### src/rtl/clock_timekeeper.sv
// Time-of-day and alarm registers behind the mode/increment FSM: 1 Hz prescaler,
// HH:MM:SS with carry, alarm HH:MM setting, and a self-clearing alarm ring.
module clock_timekeeper #(
    parameter int CLK_HZ    = 100000000,
    parameter int RING_SECS = 60
) (
    input  logic       clk,
    input  logic       rst,
    input  logic [2:0] state,
    input  logic       inc_hour,
    input  logic       inc_min,
    input  logic       inc_alarm_hour,
    input  logic       inc_alarm_min,
    input  logic       alarm_en,
    input  logic       alarm_stop,
    output logic [4:0] hour,
    output logic [5:0] min,
    output logic [5:0] sec,
    output logic [4:0] alarm_hour,
    output logic [5:0] alarm_min,
    output logic       tick_1hz,
    output logic       alarm_ring
);

    typedef enum logic [2:0] {
        NORMAL,
        SET_HOUR,
        SET_MIN,
        SET_ALARM_HOUR,
        SET_ALARM_MIN
    } mode_e;

    localparam int             PW        = (CLK_HZ > 1) ? $clog2(CLK_HZ) : 1;
    localparam logic [PW-1:0]  PRE_LAST  = PW'(CLK_HZ - 1);
    localparam logic [7:0]     RING_LAST = 8'(RING_SECS);

    logic [PW-1:0] pre_cnt;
    logic [7:0]    ring_cnt;
    logic          tick_now;
    logic          advance;
    logic          trigger;
    logic          ring_expire;
    logic [4:0]    hour_nxt;
    logic [5:0]    min_nxt;
    logic [5:0]    sec_nxt;
    logic [4:0]    alarm_hour_nxt;
    logic [5:0]    alarm_min_nxt;

    // NOTE: every variable gets a default at the top of always_comb so no path leaves it unassigned (no latches).
    always_comb begin
        tick_now       = (pre_cnt == PRE_LAST);
        // A manual time increment in the same cycle swallows the tick's update.
        advance        = tick_now && (state == NORMAL) && !inc_hour && !inc_min;
        hour_nxt       = hour;
        min_nxt        = min;
        sec_nxt        = sec;
        alarm_hour_nxt = alarm_hour;
        alarm_min_nxt  = alarm_min;

        if (advance) begin
            if (sec == 6'd59) begin
                sec_nxt = 6'd0;
                if (min == 6'd59) begin
                    min_nxt  = 6'd0;
                    hour_nxt = (hour == 5'd23) ? 5'd0 : hour + 5'd1;
                end else begin
                    min_nxt = min + 6'd1;
                end
            end else begin
                sec_nxt = sec + 6'd1;
            end
        end else begin
            if (inc_hour) hour_nxt = (hour == 5'd23) ? 5'd0 : hour + 5'd1;
            if (inc_min) begin
                min_nxt = (min == 6'd59) ? 6'd0 : min + 6'd1;
                sec_nxt = 6'd0;
            end
        end

        if (inc_alarm_hour) alarm_hour_nxt = (alarm_hour == 5'd23) ? 5'd0 : alarm_hour + 5'd1;
        if (inc_alarm_min)  alarm_min_nxt  = (alarm_min == 6'd59) ? 6'd0 : alarm_min + 6'd1;

        trigger     = advance && alarm_en && (sec_nxt == 6'd0) &&
                      (hour_nxt == alarm_hour) && (min_nxt == alarm_min);
        ring_expire = alarm_ring && tick_now && (ring_cnt + 8'd1 == RING_LAST);
    end

    // NOTE: sequential state uses non-blocking assignments so all registers update from pre-edge values.
    always_ff @(posedge clk) begin
        if (rst) begin
            pre_cnt    <= '0;
            tick_1hz   <= 1'b0;
            hour       <= '0;
            min        <= '0;
            sec        <= '0;
            alarm_hour <= '0;
            alarm_min  <= '0;
            alarm_ring <= 1'b0;
            ring_cnt   <= '0;
        end else begin
            pre_cnt    <= tick_now ? '0 : pre_cnt + 1'b1;
            tick_1hz   <= tick_now;
            hour       <= hour_nxt;
            min        <= min_nxt;
            sec        <= sec_nxt;
            alarm_hour <= alarm_hour_nxt;
            alarm_min  <= alarm_min_nxt;

            // Silencing beats a same-cycle trigger; a retrigger restarts the ring count.
            if (alarm_stop || !alarm_en) begin
                alarm_ring <= 1'b0;
            end else if (trigger) begin
                alarm_ring <= 1'b1;
                ring_cnt   <= '0;
            end else if (alarm_ring && tick_now) begin
                ring_cnt <= ring_cnt + 8'd1;
                if (ring_expire) alarm_ring <= 1'b0;
            end
        end
    end

endmodule
### config.mk
export PLATFORM = sky130hd
export DESIGN_NAME = clock_timekeeper
export DESIGN_NICKNAME = d
export VERILOG_FILES = /design/src/rtl/clock_timekeeper.sv
export SDC_FILE = /design/constraint.sdc
export NUM_CORES = 1
export LEC_CHECK = 0
export BUFFER_PORTS_ARGS = -buffer_cell sky130_fd_sc_hd__buf_4
export CAP_MARGIN = 5
export CORE_ASPECT_RATIO = 0.6
export CORE_MARGIN = 3
export CORE_UTILIZATION = 25
export DETAILED_ROUTE_END_ITERATION = 8
export GPL_ROUTABILITY_DRIVEN = 0
export GPL_TIMING_DRIVEN = 1
export PLACE_DENSITY = 0.48
export REMOVE_ABC_BUFFERS = 1
export SYNTH_ARGS = -nofsm -noshare
export SYNTH_HDL_FRONTEND = slang
export SYNTH_SLANG_ARGS = --single-unit
### constraint.sdc
create_clock -name clk -period 6.43 [get_ports clk]
set_input_delay 0.3215 -clock clk [delete_from_list [all_inputs] [get_ports clk]]
set_output_delay 0.3215 -clock clk [all_outputs]
set_load 0.005 [all_outputs]
# Yosys cells after proc, flatten, opt, wreduce, memory -nomap -nowiden

Cells that the tools add are included.

Register bits after elaboration: 65
Input port bits: 11
Output and inout bits: 30
Logic and storage cells: 66

Add/sub/neg operators: 7
Equal/unequal tests: 9
Multiplexer cells: 19
Bitwise operators: 1
Reduce and logical (&&, ||, !) cells: 21

Operators with widths:

| operator                | count |
|---|---|
| $mux W6                 | 8 |
| $mux W5                 | 6 |
| $add A27 B1 Y27 const B | 1 |
| $eq A27 B27 Y1 const B  | 1 |
| $add A6 B1 Y6 const B   | 3 |
| $eq A6 B6 Y1 const B    | 3 |
| $mux W8                 | 2 |
| $add A5 B1 Y5 const B   | 2 |
| $eq A5 B5 Y1 const B    | 2 |
| $logic_and A1 B1 Y1     | 9 |
| $add A8 B1 Y8 const B   | 1 |
| $eq A8 B6 Y1 const B    | 1 |
| $eq A6 B6 Y1            | 1 |
| $logic_not A6 Y1        | 1 |
| $eq A5 B5 Y1            | 1 |
| $reduce_and A2 Y1       | 2 |
| $reduce_bool A2 Y1      | 2 |
| $reduce_or A2 Y1        | 2 |
| $logic_not A1 Y1        | 3 |
| $logic_not A3 Y1        | 1 |
| $mux W1                 | 3 |
| $logic_or A1 B1 Y1      | 1 |
| $not A1 Y1              | 1 |

# Depth between registers and ports, before layout

Gate-level depths: netlist (run 1).

Depth after elaboration: 11
Depth in mapped cells: 11
Gate-level depth less buffers: 10

# Worst setup path before layout (run 1)

OpenSTA, ideal clock, no wires.

Kind: register to register
Start: reg pre_cnt[12]
End: reg ring_cnt[0]
Setup time: 0.128 ns
Arrival: 2.741 ns
Data required time: 6.302 ns
Setup slack: 3.561 ns
Cell stages (with the launch flop): 11
Buffers on the path: 1
Clock period less this slack: 2.869 ns
Cells stage by stage: dfxtp_1 or4_4 nor4_4 and3_1 buf_6 a21oi_4 o41a_1 xor2_1 nand4_2 o31ai_4 nor2_1

Cells in the longest elaborated chain, start to end: 11
Elaborated cells between the ends (all ways): 18
Those cells by class: eq/ne (3); mux (4); reduce/logical (11)

Ends and longest elaborated chain:

| what                             | RTL line | RTL |
|---|---|---|
| from (decl)                      | 37       | `logic [PW-1:0] pre_cnt;` |
| from (signal assigned)           | 101      | `pre_cnt <= tick_now ? '0 : pre_cnt + 1'b1;` |
| $eq A27 B27 Y1 (*)               | 51       | `tick_now = (pre_cnt == PRE_LAST);` |
| $logic_and A1 B1 Y1 (3 in a row) | 53       | `advance = tick_now && (state == NORMAL) && !inc_hour && !inc_min;` |
| $mux W6                          | 60       | `if (advance) begin` |
| $logic_not A6 Y1                 | 83       | `trigger = advance && alarm_en && (sec_nxt == 6'd0) &&` |
| $logic_and A1 B1 Y1 (2 in a row) | 83       |  |
| $logic_and A1 B1 Y1              | 84       | `(hour_nxt == alarm_hour) && (min_nxt == alarm_min);` |
| $reduce_bool A2 Y1 (no line)     | -        |  |
| $reduce_and A2 Y1 (no line)      | -        |  |
| to (signal assigned)             | 116      | `ring_cnt <= ring_cnt + 8'd1;` |
| to (decl)                        | 38       | `logic [7:0] ring_cnt;` |

Every way passes the cells marked *; elsewhere a longest branch is shown, timed or not.
A chain may end at the register's enable or synchronous reset.

# Worst setup path after layout (run 1)

Start: reg min[0]
End: reg ring_cnt[1]

Cells in the longest elaborated chain, start to end: 9
Elaborated cells between the ends (all ways): 16
Those cells by class: add/sub (1); eq/ne (3); mux (8); reduce/logical (4)

Ends and longest elaborated chain:

| what                                                  | RTL line | RTL |
|---|---|---|
| from (decl)                                           | 17       | `output logic [5:0] min,` |
| from (signal assigned)                                | 104      | `min <= min_nxt;` |
| branches (longest 6 deep; another with $add A6 B1 Y6) | -        |  |
| $logic_and A1 B1 Y1 (*)                               | 84       |  |
| $reduce_bool A2 Y1 (no line)                          | -        |  |
| $reduce_and A2 Y1 (no line)                           | -        |  |

Every way passes the cells marked *.

==> results of run 1 <==
-- synth_stat cells, drive strengths merged (7+ instances only) --
cell type   n
a21oi      17
and3       11
dfxtp      65
ha          8
inv         9
mux2i       9
nand2      31
nand3      20
nand4      18
nor2       66
o21ai      14
or3         7
xnor2      20
xor2       31
-- flip-flops by register name, summed over array words and instances, names as in the netlist --
register    count
alarm_hour      5
tick_1hz        1
ring_cnt        8
hour            5
alarm_min       6
alarm_ring      1
sec             6
pre_cnt        27
min             6
-- area by class of cell --
| class | count | area [sq um] |
|---|---|---|
| clock buffer | 11 | 252.7 |
| clock inverter | 5 | 77.57 |
| fill | 1356 | 8917 |
| inverter | 9 | 33.78 |
| multi-input combinational | 317 | 2037 |
| sequential | 65 | 1301 |
| tap | 170 | 212.7 |
| timing repair buffer | 40 | 300.3 |
-- layout by cell type (no fill, tap or decap), types with 3 or more instances in the layout --
cell type / count
nand4b_1: 3
xor2_1: 31
nor3b_1: 3
nand3_1: 19
nand4_1: 17
o211ai_1: 6
or3_1: 7
mux2i_1: 9
and3_2: 3
and2_1: 5
clkbuf_16: 9
inv_1: 9
nor4_1: 3
nor3_1: 6
dfxtp_1: 65
o31ai_1: 4
nand2_1: 31
ha_1: 8
a21oi_1: 16
nor2_1: 66
and3_1: 8
xnor2_1: 20
nand2b_1: 4
o21ai_0: 14
buf_4: 40
-- logic make-up (layout without fill, tap and decap cells) --
logic type / after synthesis / after routing / share of synthesized area
muxes: 9 / 9 / 0.02625
AOI/OAI and AO/OA: 55 / 55 / 0.1097
buffers and inverters: 19 / 65 / 0.02734
and+or+nand+nor: 194 / 194 / 0.2982
xor gates and xnor gates: 51 / 51 / 0.1301
DFF: 65 / 65 / 0.3791
adders and majority gates: 8 / 8 / 0.02917
-- per-stage QoR --
step | instance area, sq um | instances | utilization | worst slack, ns | power [mW]
floorplan | 3372 | 391 | - | 3.529 | 0.4662
global placement | 3885 | 601 | 0.2958 | 2.781 | 0.4947
detailed placement | 3885 | 601 | 0.2958 | 2.761 | 0.4963
CTS | 4215 | 617 | 0.3210 | 2.746 | 1.040
global route | 4215 | 617 | 0.3210 | 2.353 | 1.065
finish | 4215 | 617 | 0.3210 | 2.806 | 1.024
-- final timing paths --
| kind | startpoint | end | slack, ns | cells past startpoint |
|---|---|---|---|---|
| min | inc_alarm_min | alarm_min[0] | 0.27 | 3 |
| max | min[0] | ring_cnt[1] | 2.81 | 10 |
| min reg2reg | pre_cnt[0] | pre_cnt[0] | 0.48 | 1 |
| max reg2reg | min[0] | ring_cnt[1] | 2.81 | 10 |
-- metal layers --
| metal | GRT usage | up-vias |
|---|---|---|
| met2 | 0.1469 | 70 |
| met4 | 0.03400 | 0 |
| li1 | - | 1502 |
| met3 | 0.04426 | 9 |
| met5 | 0 | - |
| met1 | 0.1873 | 1341 |
-- power by group through the flow --
stage / Clock [mW] / Sequential [mW] / Combinational (mW)
floorplan: 0 / 0.428 / 0.0381
global placement: 0 / 0.431 / 0.0641
detailed placement: 0 / 0.431 / 0.0652
CTS: 0.552 / 0.422 / 0.0656
global route: 0.570 / 0.423 / 0.0724
finish: 0.537 / 0.422 / 0.0651
-- critical path: cells and delay by family, from the launching register on --
family	cells	cell delay, ns
simple gates	7	1.95
compound gates	2	0.89
flops	1	0.40
fa+ha+maj	1	0.26
==> results.rst, run 1 <==
.. list-table::
   :header-rows: 1

   * - Metric
     - Value
   * - Number of buffers created by CTS
     - 9
   * - Grt ovf
     - 0
   * - Tot GR Track Use
     - 0.1194
   * - Deepest clock path buffer count
     - 2
   * - Routed length on met1
     - ~4800 um
   * - Count of buffers inserted at the top-level ports
     - 40
   * - Worst stage delay on the critical path
     - 0.52 ns
   * - Peak ir drop on the vdd network
     - roughly 0.11 mV
   * - Logic gate share of total power
     - 0.064
   * - Library cells used by synthesis
     - 54
   * - Slew Viols, Final
     - 0
   * - Library cell contributing the largest single delay on the critical path
     - nor4_1
   * - Power per cell area
     - 242.9 mW/mm^2
   * - Hpwl dp
     - between 6000 and 7000 um
   * - Number of warnings printed during yosys synthesis
     - 0
   * - Data required time of the critical path
     - 6.63 ns
   * - Number of global-route vias before repair
     - about 2700
   * - Post-detailed-routing wire length
     - between 8000 and 9000 um
   * - Buffers inserted by post-CTS timing repair
     - 0
   * - Drt wl/cell
     - between 10 and 15 um
   * - Unrepaired setup endpoints after global routing
     - false
   * - Final setup violating endpoints
     - 0
   * - Initial cell density of the core
     - 0.2613
   * - Met3 WL
     - roughly 540 um
   * - Crit start category
     - register
   * - Initial antenna violation count
     - 0
   * - Level count of the clock H-tree
     - 3
   * - Total standard cell area after synthesis
     - approximately 0.0034 sq mm
   * - Portion of synthesized cell area occupied by the leading cell type
     - 0.3791
   * - Highest net fanout along the worst path
     - 8
   * - Cell repeated most along the worst path
     - nand2_1
   * - Internal power
     - 0.7996 mW
   * - Status
     - finished, final reports clean
   * - Cell breakdown of the critical path
     - ha_1, or3b_2, nor4_1, nand4_1, nand2_1, nand2_1, a2111oi_2, nand4b_1, o31ai_4, nor2_1
   * - Total number of placement rows
     - 32
   * - Minimum clock period
     - between 3 and 4 ns
   * - Routed met2 length
     - approximately 3200 um
   * - Crit. End Element
     - register
   * - Hold Buf Count CTS
     - 0
   * - Static leakage
     - roughly 1.6 nW
   * - Core ar.
     - 0.01313 sq mm
   * - Iter 0 DRT Violations
     - about 140
   * - Top Ports
     - 41
   * - Worst slew pin tran
     - 0.8520 ns
   * - Clock tree from TritonCTS
     - yes
   * - Fraction of the yosys area taken by sequential cells
     - 0.3791
   * - Critical path start-end classification
     - register to register
   * - Clock root cell
     - clkbuf_16
   * - Maximum clock skew at final layout
     - between 0.004 and 0.005 ns
   * - Number of synthesized flops with an enable pin
     - 0
   * - Antenna diode instance count
     - 0
   * - Commonest register cell after synthesis
     - dfxtp_1
   * - Pin count of the biggest net entering global routing
     - 24
   * - Fraction of power spent switching nets
     - 0.2191
   * - Worst slew margin relative to its limit
     - 0.4246
   * - Worst slack on hold paths
     - 0.2740 ns
   * - Count of antenna-violating nets left after detailed routing
     - 0
   * - First-pass GRT wire length
     - roughly 14000 um
   * - Synthesized area divided by synthesized cell count
     - ~8.6 sq um
   * - Final hold violation count
     - 0
   * - Vias
     - a little under 3000
   * - Period utilisation layout
     - 0.5635
   * - DRC
     - 0
   * - Net switching power of the design
     - around 0.22 mW
   * - TritonRoute pass-1 iters
     - 5
   * - Die Span Y
     - around 97 um
   * - Area overhead of the layout relative to synthesis
     - 22.82%
   * - Synth area leader
     - dfxtp_1
   * - Clock sink count
     - 65
   * - Maximum clock frequency
     - between 200 and 300 MHz
   * - Clock power share
     - 0.524
   * - Top cells by area, synth
     - dfxtp_1, xor2_1, nor2_1
   * - Top layer in use
     - met4
   * - Share of layout cells above drive strength 1
     - 0.1655
   * - Clock Latency Late Sink
     - around 0.33 ns
   * - Hold Crit Class
     - primary input to register
   * - Average via count per standard cell
     - approximately 4.7
   * - Final setup TNS
     - 0 ns
   * - Proportion of register bits with asynchronous set or reset after synthesis
     - 0
   * - Number of synthesized register bits
     - between 60 and 70
   * - Maximum capacitance violations
     - 0
   * - Proportion of power drawn by flip-flops and latches
     - 0.412
   * - Worst endpoint data arrival time
     - ~3.8 ns
   * - Final #Nets
     - 461
   * - Clock slew at reported path FFs
     - 0.05 ns
   * - Cts repair resizes
     - 0
   * - Die Span X
     - 157.3 um
   * - Synthesized instance count
     - approximately 400
   * - DIE AREA
     - around 0.015 sq mm
Power figures use the tool's default switching activity.
==> inputs of run 2 (changes only) <==
- PLACE_DENSITY: 0.48 -> 0.49
- clock period: 6.43 -> 3 ns (I/O delays scaled with it)
==> run 2 against run 1 <==
Effect of this change:
- the run now ends with setup timing left
- cell area grew 8.0%
- largest power group unchanged
- flip-flop and latch count unchanged
- worst hold slack worse by 0.17 ns
- highest routed layer unchanged
- clock skew barely moved
- sequential power is 110% higher
==> results.rst, run 2 (synthesis results as in run 1) <==
.. list-table::
   :header-rows: 1

   * - Metric
     - Value
   * - Minimum setup slack in the final design
     - -0.05557 ns (-2.862 ns)
   * - Post-detailed-routing wire length
     - 9671 um (+12%)
   * - Top Ports
     - 41 (unchanged)
   * - Number of global-route vias before repair
     - 2912 (+7.1%)
   * - DIE AREA
     - 0.01522 sq mm (unchanged)
   * - Highest net fanout along the worst path
     - 8 (unchanged)
   * - Status
     - finished with violations
   * - Failing checks
     - setup timing
   * - Total number of placement rows
     - 32 (unchanged)
   * - Slew Viols, Final
     - 0 (unchanged)
   * - Level count of the clock H-tree
     - 3 (unchanged)
   * - Data required time of the critical path
     - 3.22 ns (-3.41 ns)
   * - Vias
     - 3145 (+7.6%)
   * - Maximum clock skew at final layout
     - 0.005016 ns (+0.0004050 ns)
   * - Iter 0 DRT Violations
     - 230 (+62%)
   * - Deepest clock path buffer count
     - 2 (unchanged)
   * - Count of buffers inserted at the top-level ports
     - 40 (unchanged)
   * - Hpwl dp
     - 7280 um (+10%)
   * - Clock slew at reported path FFs
     - 0.05 ns (about the same)
   * - Critical path start-end classification
     - register to register
   * - DRC
     - 0 (unchanged)
   * - Largest register FFs
     - 27 (unchanged)
   * - TritonRoute pass-1 iters
     - 4 (-1)
   * - Die Span X
     - 157.3 um (unchanged)
   * - Power per cell area
     - 444.1 mW/mm^2 (+83%)
   * - Register cell area after layout
     - 0.001303 sq mm (about the same)
   * - Most frequent standard cell in the layout excluding fill and tap cells
     - buf_4
   * - Final hold violation count
     - 0 (unchanged)
   * - Total power of the final layout
     - 2.021 mW (+97%)
   * - Regs by FF count
     - pre_cnt (27), ring_cnt (8)
   * - Fillcell total
     - 1350 (-0.44%)
   * - Antenna diode instance count
     - 0 (unchanged)
   * - Grt ovf
     - 0 (unchanged)
   * - Clock Latency Late Sink
     - 0.33 ns (about the same)
   * - Initial antenna violation count
     - 0 (unchanged)
   * - Tot GR Track Use
     - 0.1278 (+0.008367)
   * - Minimum clock period
     - 3.056 ns (-0.5680 ns)
   * - Drt wl/cell
     - 14.68 um (+4.5%)
   * - Hold Crit Class
     - primary input to register
   * - Initial cell density of the core
     - 0.2613 (unchanged)
   * - Share of layout cells above drive strength 1
     - 0.2597 (+0.09417)
   * - Count of antenna-violating nets left after detailed routing
     - 0 (unchanged)
   * - Core ar.
     - 0.01313 sq mm (unchanged)
   * - Area overhead of the layout relative to synthesis
     - 32.63%
   * - Reg with most FFs
     - pre_cnt
   * - Clock tree from TritonCTS
     - yes
   * - Worst endpoint data arrival time
     - 3.27 ns (-0.56 ns)
   * - Final setup TNS
     - -0.4124 ns (-0.4124 ns)
   * - First-pass GRT wire length
     - 15240 um (+6.2%)
   * - Die Span Y
     - 96.76 um (unchanged)
   * - Area of the multi-input gates
     - 0.002108 sq mm (+3.5%)
   * - Maximum capacitance violations
     - 0 (unchanged)
   * - Worst slew margin relative to its limit
     - 0.4366 (+0.01205)
   * - Average via count per standard cell
     - 4.772 (+0.77%)
   * - Pin count of the biggest net entering global routing
     - 24 (unchanged)
   * - Clock sink count
     - 65 (unchanged)
   * - Period utilisation layout
     - 1.019 (+0.4550)
   * - Unrepaired setup endpoints after global routing
     - true
   * - Crit. End Element
     - register
   * - Clock root cell
     - clkbuf_16
   * - Worst slew pin tran
     - 0.8342 ns (-0.01784 ns)
   * - Static leakage
     - 1.764 nW (+13%)
   * - Peak ir drop on the vdd network
     - 0.2460 mV (+130%)
   * - Final setup violating endpoints
     - 8 (+8)
   * - Crit start category
     - register
   * - Number of buffers created by CTS
     - 9 (unchanged)
   * - Final #Nets
     - 504 (+9.3%)
   * - Maximum clock frequency
     - 327.3 MHz (+19%)
   * - Commonest cells after routing, fill and taps aside
     - buf_4, nor2_1, dfxtp_1, nand2_1, xor2_1
[run 2: cell types whose count changed in the layout (fill, tap and decap cells not counted), sizes merged]
cell	change
clkbuf	+1
buf	+43
bufinv	-2
[run 2: layout make-up]
cell class / instances / area share
multi-input combinational: 317 / 0.4632
tap: 170 / 0.04673
sequential: 65 / 0.2861
timing repair buffer: 83 / 0.1385
clock buffer: 12 / 0.05415
clock inverter: 3 / 0.003848
inverter: 9 / 0.007422
[run 2: power by group]
| part | internal, mW | switching [mW] |
|---|---|---|
| Sequential | 0.880 | 0.0206 |
| Combinational | 0.0839 | 0.0918 |
| Clock | 0.574 | 0.371 |
| Total | 1.54 | 0.483 |
[run 2: per-layer routing]
| layer | share of wire | track usage | up-vias |
|---|---|---|---|
| li1 | - | - | 1587 |
| met1 | 0.53 | 0.2008 | 1451 |
| met2 | 0.39 | 0.1630 | 100 |
| met3 | 0.068 | 0.03800 | 7 |
| met4 | 0.010 | 0.03800 | 0 |
| met5 | 0 | 0 | - |
[run 2: worst paths after layout]
kind                   from       endpoint  slack [ns]  cells past startpoint
max              pre_cnt[8]    ring_cnt[0]       -0.06                     10
min          inc_alarm_hour  alarm_hour[0]        0.10                      3
max reg2reg      pre_cnt[8]    ring_cnt[0]       -0.06                     10
min reg2reg      pre_cnt[0]     pre_cnt[0]        0.47                      1
[run 2: repair_timing]
action | in CTS | in global routing
pin swaps | 3 | 11
hold buffers | 0 | 0
setup buffers | 0 | 3
endpoints found under the setup margin | 9 | 9
gates resized for setup | 6 | 11
endpoints found under the hold margin | 0 | 0
cloned | 0 | 0
[run 2: worst max-delay path, stage by stage, from the launching register on]
cell and delay [ns]:
dfxtp_2 0.31, or4_4 0.55, nor4_4 0.37, and3_4 0.26, buf_6 0.11, nand4_1 0.20
a2111oi_4 0.42, nand4b_1 0.23, o31ai_4 0.28, buf_6 0.16, nor2_1 0.05
[run 2: stage by stage]
step / setup slack [ns] / hold WS [ns] / std cells / utilization / area (sq um)
global placement: -0.03431 / 0.4324 / 641 / 0.3187 / 4185
CTS: 0.002467 / 0.09277 / 656 / 0.3411 / 4479
finish: -0.05557 / 0.1023 / 659 / 0.3466 / 4552
global route: -0.2108 / 0.1364 / 659 / 0.3466 / 4552
detailed placement: -0.1152 / 0.4395 / 641 / 0.3187 / 4185
floorplan: 0.09890 / 0.2191 / 391 / - / 3372
